### config.mk
export PLATFORM = sky130hd
export DESIGN_NAME = vote_session_ctrl_flat
export DESIGN_NICKNAME = d
export VERILOG_FILES = /design/src/rtl/vote_session_ctrl_if.sv /design/src/rtl/vote_session_ctrl.sv /design/src/flat_wrapper.sv
export SDC_FILE = /design/constraint.sdc
export NUM_CORES = 1
export LEC_CHECK = 0
export BUFFER_PORTS_ARGS = -buffer_cell sky130_fd_sc_hd__buf_2
export CAP_MARGIN = 20
export CORE_AREA = 2 2 54 56
export CTS_CLUSTER_SIZE = 40
export DETAILED_ROUTE_END_ITERATION = 8
export DIE_AREA = 0 0 56 58
export GPL_ROUTABILITY_DRIVEN = 0
export PLACE_DENSITY = 0.77
export SYNTH_ARGS = -nofsm -noshare
export SYNTH_HDL_FRONTEND = slang
export SYNTH_SLANG_ARGS = --single-unit
### constraint.sdc
create_clock -name clk -period 4.28 [get_ports clk]
set_clock_uncertainty 0.2 [all_clocks]
set_input_delay 0.642 -clock clk [delete_from_list [all_inputs] [get_ports clk]]
set_output_delay 0.642 -clock clk [all_outputs]
set_load 0.01 [all_outputs]
### src/rtl/vote_session_ctrl_if.sv
// Ballot-session bus: voter handshake, status and verdict handshake.
// The slave modport is the controller's view; master is the environment's.
interface vote_session_ctrl_if;
  logic       start;
  logic [3:0] vote_valid;
  logic [3:0] vote_val;
  logic [3:0] vote_ack;
  logic       busy;
  logic [3:0] voted;
  logic       result_valid;
  logic       result_ready;
  logic [2:0] result;
  logic [2:0] yes_count;
  logic       timed_out;

  modport slave (
    input  start, vote_valid, vote_val, result_ready,
    output vote_ack, busy, voted, result_valid, result, yes_count, timed_out
  );

  modport master (
    output start, vote_valid, vote_val, result_ready,
    input  vote_ack, busy, voted, result_valid, result, yes_count, timed_out
  );
endinterface

### src/rtl/vote_session_ctrl.sv
// Four-voter ballot session sequencer: collects one ballot per voter,
// closes on full quorum or timeout, and holds a one-hot verdict until it is accepted.
//
// state   | meaning
// IDLE    | waiting for start; last verdict still visible
// COLLECT | accepting ballots, timer running
// TALLY   | one cycle to count yes ballots and form the verdict
// DONE    | verdict valid, waiting for result_ready
module vote_session_ctrl #(
  parameter int unsigned TIMEOUT = 16,
  parameter int unsigned TMR_W   = 8
) (
  input  logic                clk,
  input  logic                rst_n,
  vote_session_ctrl_if.slave  bus
);

  typedef enum logic [1:0] {
    S_IDLE    = 2'd0,
    S_COLLECT = 2'd1,
    S_TALLY   = 2'd2,
    S_DONE    = 2'd3
  } state_t;

  localparam logic [TMR_W-1:0] TMR_LAST = TMR_W'(TIMEOUT - 1);

  state_t            state_q, state_d;
  logic [3:0]        voted_q, voted_d;
  logic [3:0]        ballot_q, ballot_d;
  logic [TMR_W-1:0]  timer_q, timer_d;
  logic              timed_out_q, timed_out_d;
  logic [2:0]        result_q, result_d;
  logic [2:0]        yes_q, yes_d;
  logic [3:0]        ack;
  logic [2:0]        yes_tally;

  function automatic logic [2:0] popcnt4(input logic [3:0] v);
    return {2'b00, v[0]} + {2'b00, v[1]} + {2'b00, v[2]} + {2'b00, v[3]};
  endfunction

  // Non-voters have ballot 0 after the clear, but masking keeps the intent explicit.
  assign yes_tally = popcnt4(ballot_q & voted_q);

  always_ff @(posedge clk or negedge rst_n) begin
    if (!rst_n) begin
      state_q     <= S_IDLE;
      voted_q     <= '0;
      ballot_q    <= '0;
      timer_q     <= '0;
      timed_out_q <= 1'b0;
      result_q    <= '0;
      yes_q       <= '0;
    end else begin
      state_q     <= state_d;
      voted_q     <= voted_d;
      ballot_q    <= ballot_d;
      timer_q     <= timer_d;
      timed_out_q <= timed_out_d;
      result_q    <= result_d;
      yes_q       <= yes_d;
    end
  end

  always_comb begin
    state_d     = state_q;
    voted_d     = voted_q;
    ballot_d    = ballot_q;
    timer_d     = timer_q;
    timed_out_d = timed_out_q;
    result_d    = result_q;
    yes_d       = yes_q;
    ack         = '0;

    case (state_q)
      S_IDLE: begin
        if (bus.start) begin
          state_d     = S_COLLECT;
          voted_d     = '0;
          ballot_d    = '0;
          timer_d     = '0;
          timed_out_d = 1'b0;
          result_d    = '0;
          yes_d       = '0;
        end
      end

      S_COLLECT: begin
        ack      = bus.vote_valid & ~voted_q;
        voted_d  = voted_q | ack;
        ballot_d = (ballot_q & ~ack) | (bus.vote_val & ack);
        // Quorum wins over timeout; timer stops at its last value on exit.
        if ((voted_q | ack) == 4'b1111) begin
          state_d     = S_TALLY;
          timed_out_d = 1'b0;
        end else if (timer_q == TMR_LAST) begin
          state_d     = S_TALLY;
          timed_out_d = 1'b1;
        end else begin
          timer_d = timer_q + 1'b1;
        end
      end

      S_TALLY: begin
        yes_d = yes_tally;
        if (yes_tally >= 3'd3)      result_d = 3'b100;
        else if (yes_tally == 3'd2) result_d = 3'b010;
        else                        result_d = 3'b001;
        state_d = S_DONE;
      end

      S_DONE: begin
        if (bus.result_ready) state_d = S_IDLE;
      end

      default: state_d = S_IDLE;
    endcase
  end

  assign bus.vote_ack     = ack;
  assign bus.busy         = (state_q != S_IDLE);
  assign bus.voted        = voted_q;
  assign bus.result_valid = (state_q == S_DONE);
  assign bus.result       = result_q;
  assign bus.yes_count    = yes_q;
  assign bus.timed_out    = timed_out_q;

endmodule

### src/flat_wrapper.sv
// flat-port wrapper written by rule: the top's interface ports become plain ports
module vote_session_ctrl_flat 
#(
  parameter int unsigned TIMEOUT = 16,
  parameter int unsigned TMR_W   = 8
)
  (clk, rst_n, bus_start, bus_vote_valid, bus_vote_val, bus_result_ready, bus_vote_ack, bus_busy, bus_voted, bus_result_valid, bus_result, bus_yes_count, bus_timed_out);
  vote_session_ctrl_if bus_i ();
  input  logic clk;
  input  logic rst_n;
  input wire logic [$bits(bus_i.start)-1:0] bus_start;
  input wire logic [$bits(bus_i.vote_valid)-1:0] bus_vote_valid;
  input wire logic [$bits(bus_i.vote_val)-1:0] bus_vote_val;
  input wire logic [$bits(bus_i.result_ready)-1:0] bus_result_ready;
  output wire logic [$bits(bus_i.vote_ack)-1:0] bus_vote_ack;
  output wire logic [$bits(bus_i.busy)-1:0] bus_busy;
  output wire logic [$bits(bus_i.voted)-1:0] bus_voted;
  output wire logic [$bits(bus_i.result_valid)-1:0] bus_result_valid;
  output wire logic [$bits(bus_i.result)-1:0] bus_result;
  output wire logic [$bits(bus_i.yes_count)-1:0] bus_yes_count;
  output wire logic [$bits(bus_i.timed_out)-1:0] bus_timed_out;
  assign bus_i.start = bus_start;
  assign bus_i.vote_valid = bus_vote_valid;
  assign bus_i.vote_val = bus_vote_val;
  assign bus_i.result_ready = bus_result_ready;
  assign bus_vote_ack = bus_i.vote_ack;
  assign bus_busy = bus_i.busy;
  assign bus_voted = bus_i.voted;
  assign bus_result_valid = bus_i.result_valid;
  assign bus_result = bus_i.result;
  assign bus_yes_count = bus_i.yes_count;
  assign bus_timed_out = bus_i.timed_out;
  vote_session_ctrl #(.TIMEOUT(TIMEOUT), .TMR_W(TMR_W)) u_core (.clk(clk), .rst_n(rst_n), .bus(bus_i));
endmodule
# Word-level counts from Yosys, hierarchy flattened
# Index checks and enable logic that the tools add are counted.
dict set report op_classes {
  muxes 22
  magnitude_cmp 1
  n_reduce_logical 9
  n_addsub 4
  n_eq_ne 11
  bitwise_logic 8
}
# cell count
set op_table {}
lappend op_table {{two-way mux 8 bit} 3}
lappend op_table {{bitwise AND 4 bit} 4}
lappend op_table {{one-hot mux 4 bit (2 select lines)} 2}
lappend op_table {{one-hot mux 8 bit (2 select lines)} 1}
lappend op_table {{one-hot mux 3 bit (2 select lines)} 2}
lappend op_table {{two-way mux 2 bit} 5}
lappend op_table {{adder 8 x 1 -> 8 bit (second input constant)} 1}
lappend op_table {{== test 8 x 4 -> 1 bit (second input constant)} 1}
lappend op_table {{two-way mux 4 bit} 2}
lappend op_table {{!= test 2 bit (second input constant)} 4}
lappend op_table {{NOT 4 bit} 2}
lappend op_table {{OR 4 bit} 2}
lappend op_table {{one-hot mux 2 bit (4 select lines)} 1}
lappend op_table {{adder 3 x 1 -> 3 bit} 2}
lappend op_table {{two-way mux 3 bit} 2}
lappend op_table {{AND reduction 3 bit} 2}
lappend op_table {{nonzero test 2 bit} 3}
lappend op_table {{== test 2 bit (second input constant)} 2}
lappend op_table {{== test 4 bit (second input constant)} 1}
lappend op_table {{AND reduction 2 bit} 2}
lappend op_table {{AND reduction 4 bit} 1}
lappend op_table {{== test 3 x 2 -> 1 bit (second input constant)} 1}
lappend op_table {{>= comparator 3 x 2 -> 1 bit (second input constant)} 1}
lappend op_table {{two-way mux 1 bit} 3}
lappend op_table {{5 further kinds} 5}
dict set report word_totals {
  word_cells 62
  register_bits 25
  out_inout_bits 17
  inputBits 12
}

# Longest topological paths before layout
# Gate-level depths: netlist of run 1.
dict set report depth {
  ltp_word 8
  mapped_depth 8
  ltp_nobuf 7
}

# Worst setup path before layout of run 1
# Ideal clock, no wire load.
dict set report synth_timing {
  path_type {reg-to-reg}
  start {register u_core.voted_q[0] (netlist: u_core.bus.voted[0])}
  end {register u_core.result_q[2] (netlist: u_core.bus.result[2])}
  required_time_ps 3959
  path_stages_with_launch 8
  path_buffers 0
  path_slack_ps 2045
  setup_time_ps 121
  arrival_ps 1914
  period_less_slack_ps 2235
  cell_sequence {dfrtp_1 -> and2_1 -> ha_1 -> fa_1 -> inv_1 -> ha_1 -> a21o_1 -> a22o_1}
}
dict set report synth_via {
  elab_chain_len 7
}
# item line
set synth_lines {}
lappend synth_lines {{from (decl)} vote_session_ctrl.sv:28} ;# logic [3:0] voted_q, voted_d;
lappend synth_lines {{from (signal assigned)} vote_session_ctrl.sv:55} ;# voted_q <= voted_d;
lappend synth_lines {{bitwise AND 4 bit} vote_session_ctrl.sv:42} ;# assign yes_tally = popcnt4(ballot_q & voted_q);
lappend synth_lines {{adder 1 x 1 -> 2 bit} vote_session_ctrl.sv:38} ;# return {2'b00, v[0]} + {2'b00, v[1]} + {2'b00, v[2]} + {2'b00, v[3]};
lappend synth_lines {{adder 3 x 1 -> 3 bit (2 in a row)} vote_session_ctrl.sv:38}
lappend synth_lines {{>= comparator 3 x 2 -> 1 bit} vote_session_ctrl.sv:105} ;# if (yes_tally >= 3'd3) result_d = 3'b100;
lappend synth_lines {{two-way mux 3 bit} vote_session_ctrl.sv:105}
lappend synth_lines {{one-hot mux 3 bit (2 select lines)} vote_session_ctrl.sv:74} ;# case (state_q)
lappend synth_lines {{to (signal assigned)} vote_session_ctrl.sv:59} ;# result_q <= result_d;
lappend synth_lines {{to (decl)} vote_session_ctrl.sv:32} ;# logic [2:0] result_q, result_d;
# Every way passes these cells.
# A chain may end at the register's enable or synchronous reset.

# Worst setup path in the final report of run 1
dict set report layout_timing {
  start {register u_core.state_q[1]}
  end {output port bus_vote_ack[0]}
}
dict set report layout_via {
  elab_chain_len 2
}
# item line
set layout_lines {}
lappend layout_lines {{from (decl)} vote_session_ctrl.sv:27} ;# state_t state_q, state_d;
lappend layout_lines {{from (signal assigned)} vote_session_ctrl.sv:54} ;# state_q <= state_d;
lappend layout_lines {{== test 2 x 1 -> 1 bit} vote_session_ctrl.sv:74}
lappend layout_lines {{two-way mux 4 bit} vote_session_ctrl.sv:74}
lappend layout_lines {{to (decl)} flat_wrapper.sv:15} ;# output wire logic [$bits(bus_i.vote_ack)-1:0] bus_vote_ack;
# Every way passes these cells.

==> metrics.txt, run 1 <==
grt ovf=0; Setup TNS Final=0 ns; core box area=2660 um2; RSZ-0062 raised after global routing=false; Tcrit/Tclk final=70.1%; hold-fix buffer count after cts=0; Synth async-reset ratio=100%; worst vdd ir=0.406 mV; CTS H-tree depth=1; post-synthesis net count=181; Worst Tran Pin Value=0.645 ns; Wirelength per Cell=15.1 um; count of flip-flops with a built-in enable after synthesis=0; r2r startpoint=u_core.state_q[1]$_DFFE_PN0P_; clock buffer count from CTS=3; iteration count of the initial detailed-routing pass=4; post-DP HPWL=2340 um; number of slew-limit violations in the final report=0; setup-violating endpoint count in the final report=0; number of cells traversed by the worst register-to-register path=6; total track usage=21.4%; sequential-to-total area share from yosys stat=41.8%; slowest cell on the critical path=sky130_fd_sc_hd__ha_1; Critical Path Stages=5; DRC violation total after the first TritonRoute iteration=89; die area=3250 um2; post-layout utilization of the core=62.8%; # diodes=0; Port Buffers=28; reported max-cap violation count=0; family with the most delay on the worst path=buffers and inverters; die height=58 um; critical path type=flop to output pin; Post-Route Hold Slack=0.0742 ns; synthesis-stage register bit count=25; Post-Syn Instances=160; largest net degree at the start of global routing=26; Slew Limit Headroom=57.0%; clock tree from TritonCTS=done; Skew-Pair Late Insertion Delay=0.33 ns; post-DR vias/cell=6.05; total power divided by cell area=560 nW/um2; number of unique standard cell types used by synthesis=40; Most used DFF post-synth=sky130_fd_sc_hd__dfrtp_1; DP Worst Slack=1.65 ns; fraction of layout instances using a drive strength above 1=21.4%; WP buf/inv=3; crit path capture type=output pin; total number of vias=1318; total number of yosys warnings=0; mapped cell area=1500 um2; initial standard-cell utilization of the core=56.2%; worst setup slack for register-to-register paths=1.60 ns; largest incremental delay on the critical path=0.57 ns; critical path required time=3.44 ns; result of the run=finished clean; path category of the worst min-delay check=primary input to asynchronous set/reset pin; cell mode on critical path=sky130_fd_sc_hd__inv_1; final wirelength=3290 um; Area growth, synth to finish=11.9%; minimum clock period=3.00 ns; clock transition at the registers of the reported paths=0.15 ns; critical register-to-register path endpoint=u_core.timer_q[7]$_DFFE_PN0P_; Data arrival, critical path=2.16 ns; number of top-level pins=29; critical path fanouts, max=19; Filler Cell Count=225; number of global-route vias before repair=1242; number of buffers inserted by post-CTS setup repair=0; row cnt=19; leakage power figure=0.832 nW; initial antenna violation count=0; final number of hold-violating endpoints=0; Max clock buf depth=2; die width=56 um; net count of the finished layout=209; Sinks on Clock Net=25; maximum clock rate=333 MHz; Post-Synthesis Mean Instance Area=9.34 um2; CP startpoint kind=flop; minimum setup slack in the final design=1.28 ns; CTS root buf=sky130_fd_sc_hd__clkbuf_4; drt drc=0; ordered list of cells on the worst path=inv_1, ha_1, inv_1, nor2_1, buf_2; wire length of the first global-routing pass=5420 um; cts repair resizes=0; antenna-violating nets left=0
==> logic make-up after synthesis <==
logic type / after synthesis / synth area share [%]
and+or+nand+nor: 64 / 20.4
adders and majority gates: 9 / 8.03
muxes: 4 / 3.10
DFF: 25 / 41.8
buffers and inverters: 13 / 4.10
AOI/OAI and AO/OA: 45 / 22.5
==> per-stage QoR <==
stage | std cells | cell area [um2] | total power [W]
floorplan | 160 | 1500 | 0.000699
finish | 218 | 1670 | 0.000937
detailed placement | 214 | 1650 | 0.000823
CTS | 218 | 1670 | 0.000935
global placement | 214 | 1650 | 0.000804
global route | 218 | 1670 | 0.00100
==> how the worst max path moves through the flow <==
stage / start / to / slack, ns
after global routing: u_core.state_q[1]$_DFFE_PN0P_ / bus_vote_ack[0] / 1.15
after floorplan: u_core.bus.voted[0]$_DFFE_PN0P_ / u_core.bus.result[2]$_DFFE_PN0P_ / 2.04
after detailed placement: u_core.state_q[1]$_DFFE_PN0P_ / u_core.timer_q[7]$_DFFE_PN0P_ / 1.65
after global placement: u_core.state_q[1]$_DFFE_PN0P_ / u_core.timer_q[7]$_DFFE_PN0P_ / 1.75
final: u_core.state_q[1]$_DFFE_PN0P_ / bus_vote_ack[0] / 1.28
after CTS: u_core.state_q[1]$_DFFE_PN0P_ / bus_vote_ack[0] / 1.30
==> layout by cell type, fill, tap and decap left out, types with 2 or more instances in the layout <==
master,count
sky130_fd_sc_hd__a21oi_1,12
sky130_fd_sc_hd__a22o_1,8
sky130_fd_sc_hd__and2_1,5
sky130_fd_sc_hd__and3_1,2
sky130_fd_sc_hd__buf_2,28
sky130_fd_sc_hd__clkbuf_4,3
sky130_fd_sc_hd__dfrtp_1,25
sky130_fd_sc_hd__ha_1,8
sky130_fd_sc_hd__inv_1,7
sky130_fd_sc_hd__mux2i_1,2
sky130_fd_sc_hd__nand2_1,23
sky130_fd_sc_hd__nand2b_1,5
sky130_fd_sc_hd__nand3_1,8
sky130_fd_sc_hd__nor2_1,13
sky130_fd_sc_hd__nor3_1,2
sky130_fd_sc_hd__o2111ai_1,2
sky130_fd_sc_hd__o211ai_1,2
sky130_fd_sc_hd__o21ai_0,8
sky130_fd_sc_hd__o22ai_2,2
sky130_fd_sc_hd__or4_1,2
==> final cells by class <==
cell class                 instances  area (um2)  area share [%]
sequential                        25         626            37.4
multi-input combinational        122         808            48.3
inverter                           7        26.3            1.57
timing repair buffer              29         148            8.83
clock buffer                       4        26.3            1.57
tap                               31        38.8            2.32
==> where the power goes <==
group	internal, W	total (W)	switching [W]
Combinational	0.000194	0.000483	0.000289
Sequential	0.000289	0.000343	0.0000531
Clock	0.0000366	0.000111	0.0000749
==> cell usage after synthesis (2+ instances only) <==
library cell                number  area share [%]
sky130_fd_sc_hd__ha_1            8             6.7
sky130_fd_sc_hd__and2_1          5             2.1
sky130_fd_sc_hd__nor2_1         13             3.3
sky130_fd_sc_hd__dfrtp_1        25              42
sky130_fd_sc_hd__o211ai_1        2             1.0
sky130_fd_sc_hd__nand2b_1        5             2.1
sky130_fd_sc_hd__or4_1           2             1.0
sky130_fd_sc_hd__a21oi_1        12             4.0
sky130_fd_sc_hd__nand2_1        23             5.8
sky130_fd_sc_hd__o22ai_2         2             1.7
sky130_fd_sc_hd__mux2i_1         2             1.3
sky130_fd_sc_hd__nor3_1          2            0.67
sky130_fd_sc_hd__and3_1          2            0.84
sky130_fd_sc_hd__clkbuf_1        3            0.75
sky130_fd_sc_hd__inv_1           7             1.8
sky130_fd_sc_hd__a22o_1          8             4.7
sky130_fd_sc_hd__o2111ai_1       2             1.2
sky130_fd_sc_hd__o21ai_0         8             2.7
sky130_fd_sc_hd__nand3_1         8             2.7
==> layer usage <==
metal / GRT usage [%] / vias up / wire length (um)
li1: - / 639 / -
met1: 27.0 / 632 / 1480
met2: 37.0 / 42 / 1590
met3: 2.01 / 5 / 153
met4: 10.5 / 0 / 58
met5: 0 / - / 0
==> state kept, by name, summed over array words and instances, names as in the netlist <==
register and cells:
u_core.ballot_q 4, u_core.bus.result 3, u_core.bus.timed_out 1, u_core.bus.voted 4
u_core.bus.yes_count 3, u_core.state_q 2, u_core.timer_q 8
(Power assumes the default switching activity.)
==> run 2: changes to the inputs <==
CORE_AREA = 2 2 56 58   (was 2 2 54 56)
DIE_AREA = 0 0 58 60   (was 0 0 56 58)
PLACE_DENSITY = 0.72   (was 0.77)
clock period = 3 ns   (was 4.28 ns; I/O delays follow)
==> run 2 against run 1 <==
- wire length is 4.2% lower
- cell area rose by 1.4%
- utilization decreased by 4.4 points
- count of clock-buffer cells in the layout down 1
- critical endpoint is now u_core.bus.result[2]$_DFFE_PN0P_
==> metrics.txt, run 2 (synthesized netlist as in run 1, its figures left out) <==
Port Buffers=28; core box area=2900 um2; crit path capture type=flop; Skew-Pair Late Insertion Delay=0.33 ns; fraction of layout instances using a drive strength above 1=22.2%; antenna-violating nets left=0; clock transition at the registers of the reported paths=0.15 ns; post-DP HPWL=2350 um; DRC violation total after the first TritonRoute iteration=43; row cnt=20; total power divided by cell area=785 nW/um2; minimum clock period=2.27 ns; Max clock buf depth=2; final design area excluding fillers=1700 um2; die area=3480 um2; largest net degree at the start of global routing=26; number of top-level pins=29; clock buffer count from CTS=3; number of slew-limit violations in the final report=0; drt drc=0; commonest non-fill, non-tap cell in the layout=sky130_fd_sc_hd__buf_2; iteration count of the initial detailed-routing pass=5; family with the most delay on the worst path=adder cells; result of the run=finished clean; die height=60 um; slowest cell on the critical path=sky130_fd_sc_hd__dfrtp_1; number of global-route vias before repair=1213; setup-violating endpoint count in the final report=0; critical path type=flop to flop; clock tree from TritonCTS=done; Area growth, synth to finish=13.5%; net count of the finished layout=211; CTS H-tree depth=1; leakage power figure=0.840 nW; path category of the worst min-delay check=primary input to flop; critical path required time=3.04 ns; Worst Tran Pin Value=0.567 ns; total track usage=21.0%; Data arrival, critical path=2.31 ns; cell mode on critical path=sky130_fd_sc_hd__ha_1; post-DR vias/cell=5.85; # diodes=0; wire length of the first global-routing pass=5510 um; final number of hold-violating endpoints=0; CTS root buf=sky130_fd_sc_hd__clkbuf_4; reported max-cap violation count=0; Setup TNS Final=0 ns; RSZ-0062 raised after global routing=false; WP buf/inv=1; maximum clock rate=440 MHz; initial antenna violation count=0; Filler Cell Count=246; Tcrit/Tclk final=75.8%; critical path fanouts, max=6; ordered list of cells on the worst path=and2_1, ha_1, fa_1, inv_1, ha_1, a21o_1, a22o_1; worst vdd ir=0.527 mV; Wirelength per Cell=14.2 um; die width=58 um; commonest cells after routing, fill and taps aside=sky130_fd_sc_hd__buf_2, sky130_fd_sc_hd__dfrtp_1, sky130_fd_sc_hd__nand2_1; flip-flop count of the largest register after layout=8; number of buffers inserted by post-CTS setup repair=0; largest incremental delay on the critical path=0.45 ns; Sinks on Clock Net=25; total number of vias=1299; final wirelength=3150 um; grt ovf=0; placement-stage cell area=1660 um2; initial standard-cell utilization of the core=51.5%; Slew Limit Headroom=62.2%; CP startpoint kind=flop; register containing the most flip-flops in the final layout=u_core.timer_q
## run 2: cell count changes in the layout (fill, tap and decap cells not counted)
cell                            change
sky130_fd_sc_hd__clkbuf_1           -1
sky130_fd_sc_hd__buf_4              +1
sky130_fd_sc_hd__clkinvlp_4         +1
sky130_fd_sc_hd__dlygate4sd3_1      +1
## run 2: timing repair
action | in CTS | in global routing
hold endpoints to repair | 25 | 0
gates resized for setup | 0 | 0
hold buffers | 1 | 0
## run 2: final cells by class
| cell class | count | area, um2 | area share (%) |
|---|---|---|---|
| Clock buffer | 3 | 22.5 | 1.33 |
| Clock inverter | 1 | 7.51 | 0.442 |
| Inverter | 7 | 26.3 | 1.55 |
| Multi-Input combinational cell | 122 | 808 | 47.6 |
| Sequential cell | 25 | 626 | 36.9 |
| Tap cell | 33 | 41.3 | 2.43 |
| Timing Repair Buffer | 31 | 165 | 9.73 |
## run 2: report_power, final
part	internal (W)	switching [W]
clock	0.0000510	0.000106
sequential	0.000413	0.0000732
combinational	0.000282	0.000407
total	0.000746	0.000586
## run 2: worst min-delay path, stage by stage
cell and delay (ns):
sky130_fd_sc_hd__buf_2 0.11, sky130_fd_sc_hd__a21oi_1 0.06, sky130_fd_sc_hd__nor2_1 0.10
## run 2: path summary, 6_finish.rpt
path	from	cells past startpoint	slack (ns)	end
min in group asynchronous	rst_n	2	0.43	u_core.bus.yes_count[2]$_DFFE_PN0P_
setup / recovery	u_core.bus.voted[0]$_DFFE_PN0P_	7	0.73	u_core.bus.result[2]$_DFFE_PN0P_
hold / removal	bus_vote_valid[0]	3	0.22	u_core.bus.voted[0]$_DFFE_PN0P_
setup reg to reg	u_core.bus.voted[0]$_DFFE_PN0P_	7	0.73	u_core.bus.result[2]$_DFFE_PN0P_
hold reg to reg	u_core.bus.yes_count[1]$_DFFE_PN0P_	2	0.29	u_core.bus.yes_count[1]$_DFFE_PN0P_
max in group asynchronous	rst_n	2	1.78	u_core.timer_q[1]$_DFFE_PN0P_
## run 2: per-layer routing
| layer | up-vias | global-route usage (%) | share of wire (%) |
|---|---|---|---|
| met4 | 0 | 8.97 | 1.9 |
| met3 | 6 | 3.46 | 4.0 |
| met5 | - | 0 | 0 |
| li1 | 637 | - | - |
| met1 | 625 | 26.3 | 44 |
| met2 | 31 | 35.9 | 50 |
## run 2: stage by stage
| stage | util [%] | total power (W) | worst slack (ns) | hold slack, ns | std cells |
|---|---|---|---|---|---|
| finish | 58.4 | 0.00133 | 0.727 | 0.216 | 222 |
| CTS | 58.4 | 0.00135 | 0.708 | 0.211 | 222 |
| global route | 58.4 | 0.00146 | 0.607 | 0.241 | 222 |
| floorplan | - | 0.000997 | 0.765 | -0.0456 | 160 |
| global placement | 57.1 | 0.00116 | 0.770 | 0.258 | 217 |
| detailed placement | 57.1 | 0.00119 | 0.733 | 0.260 | 217 |
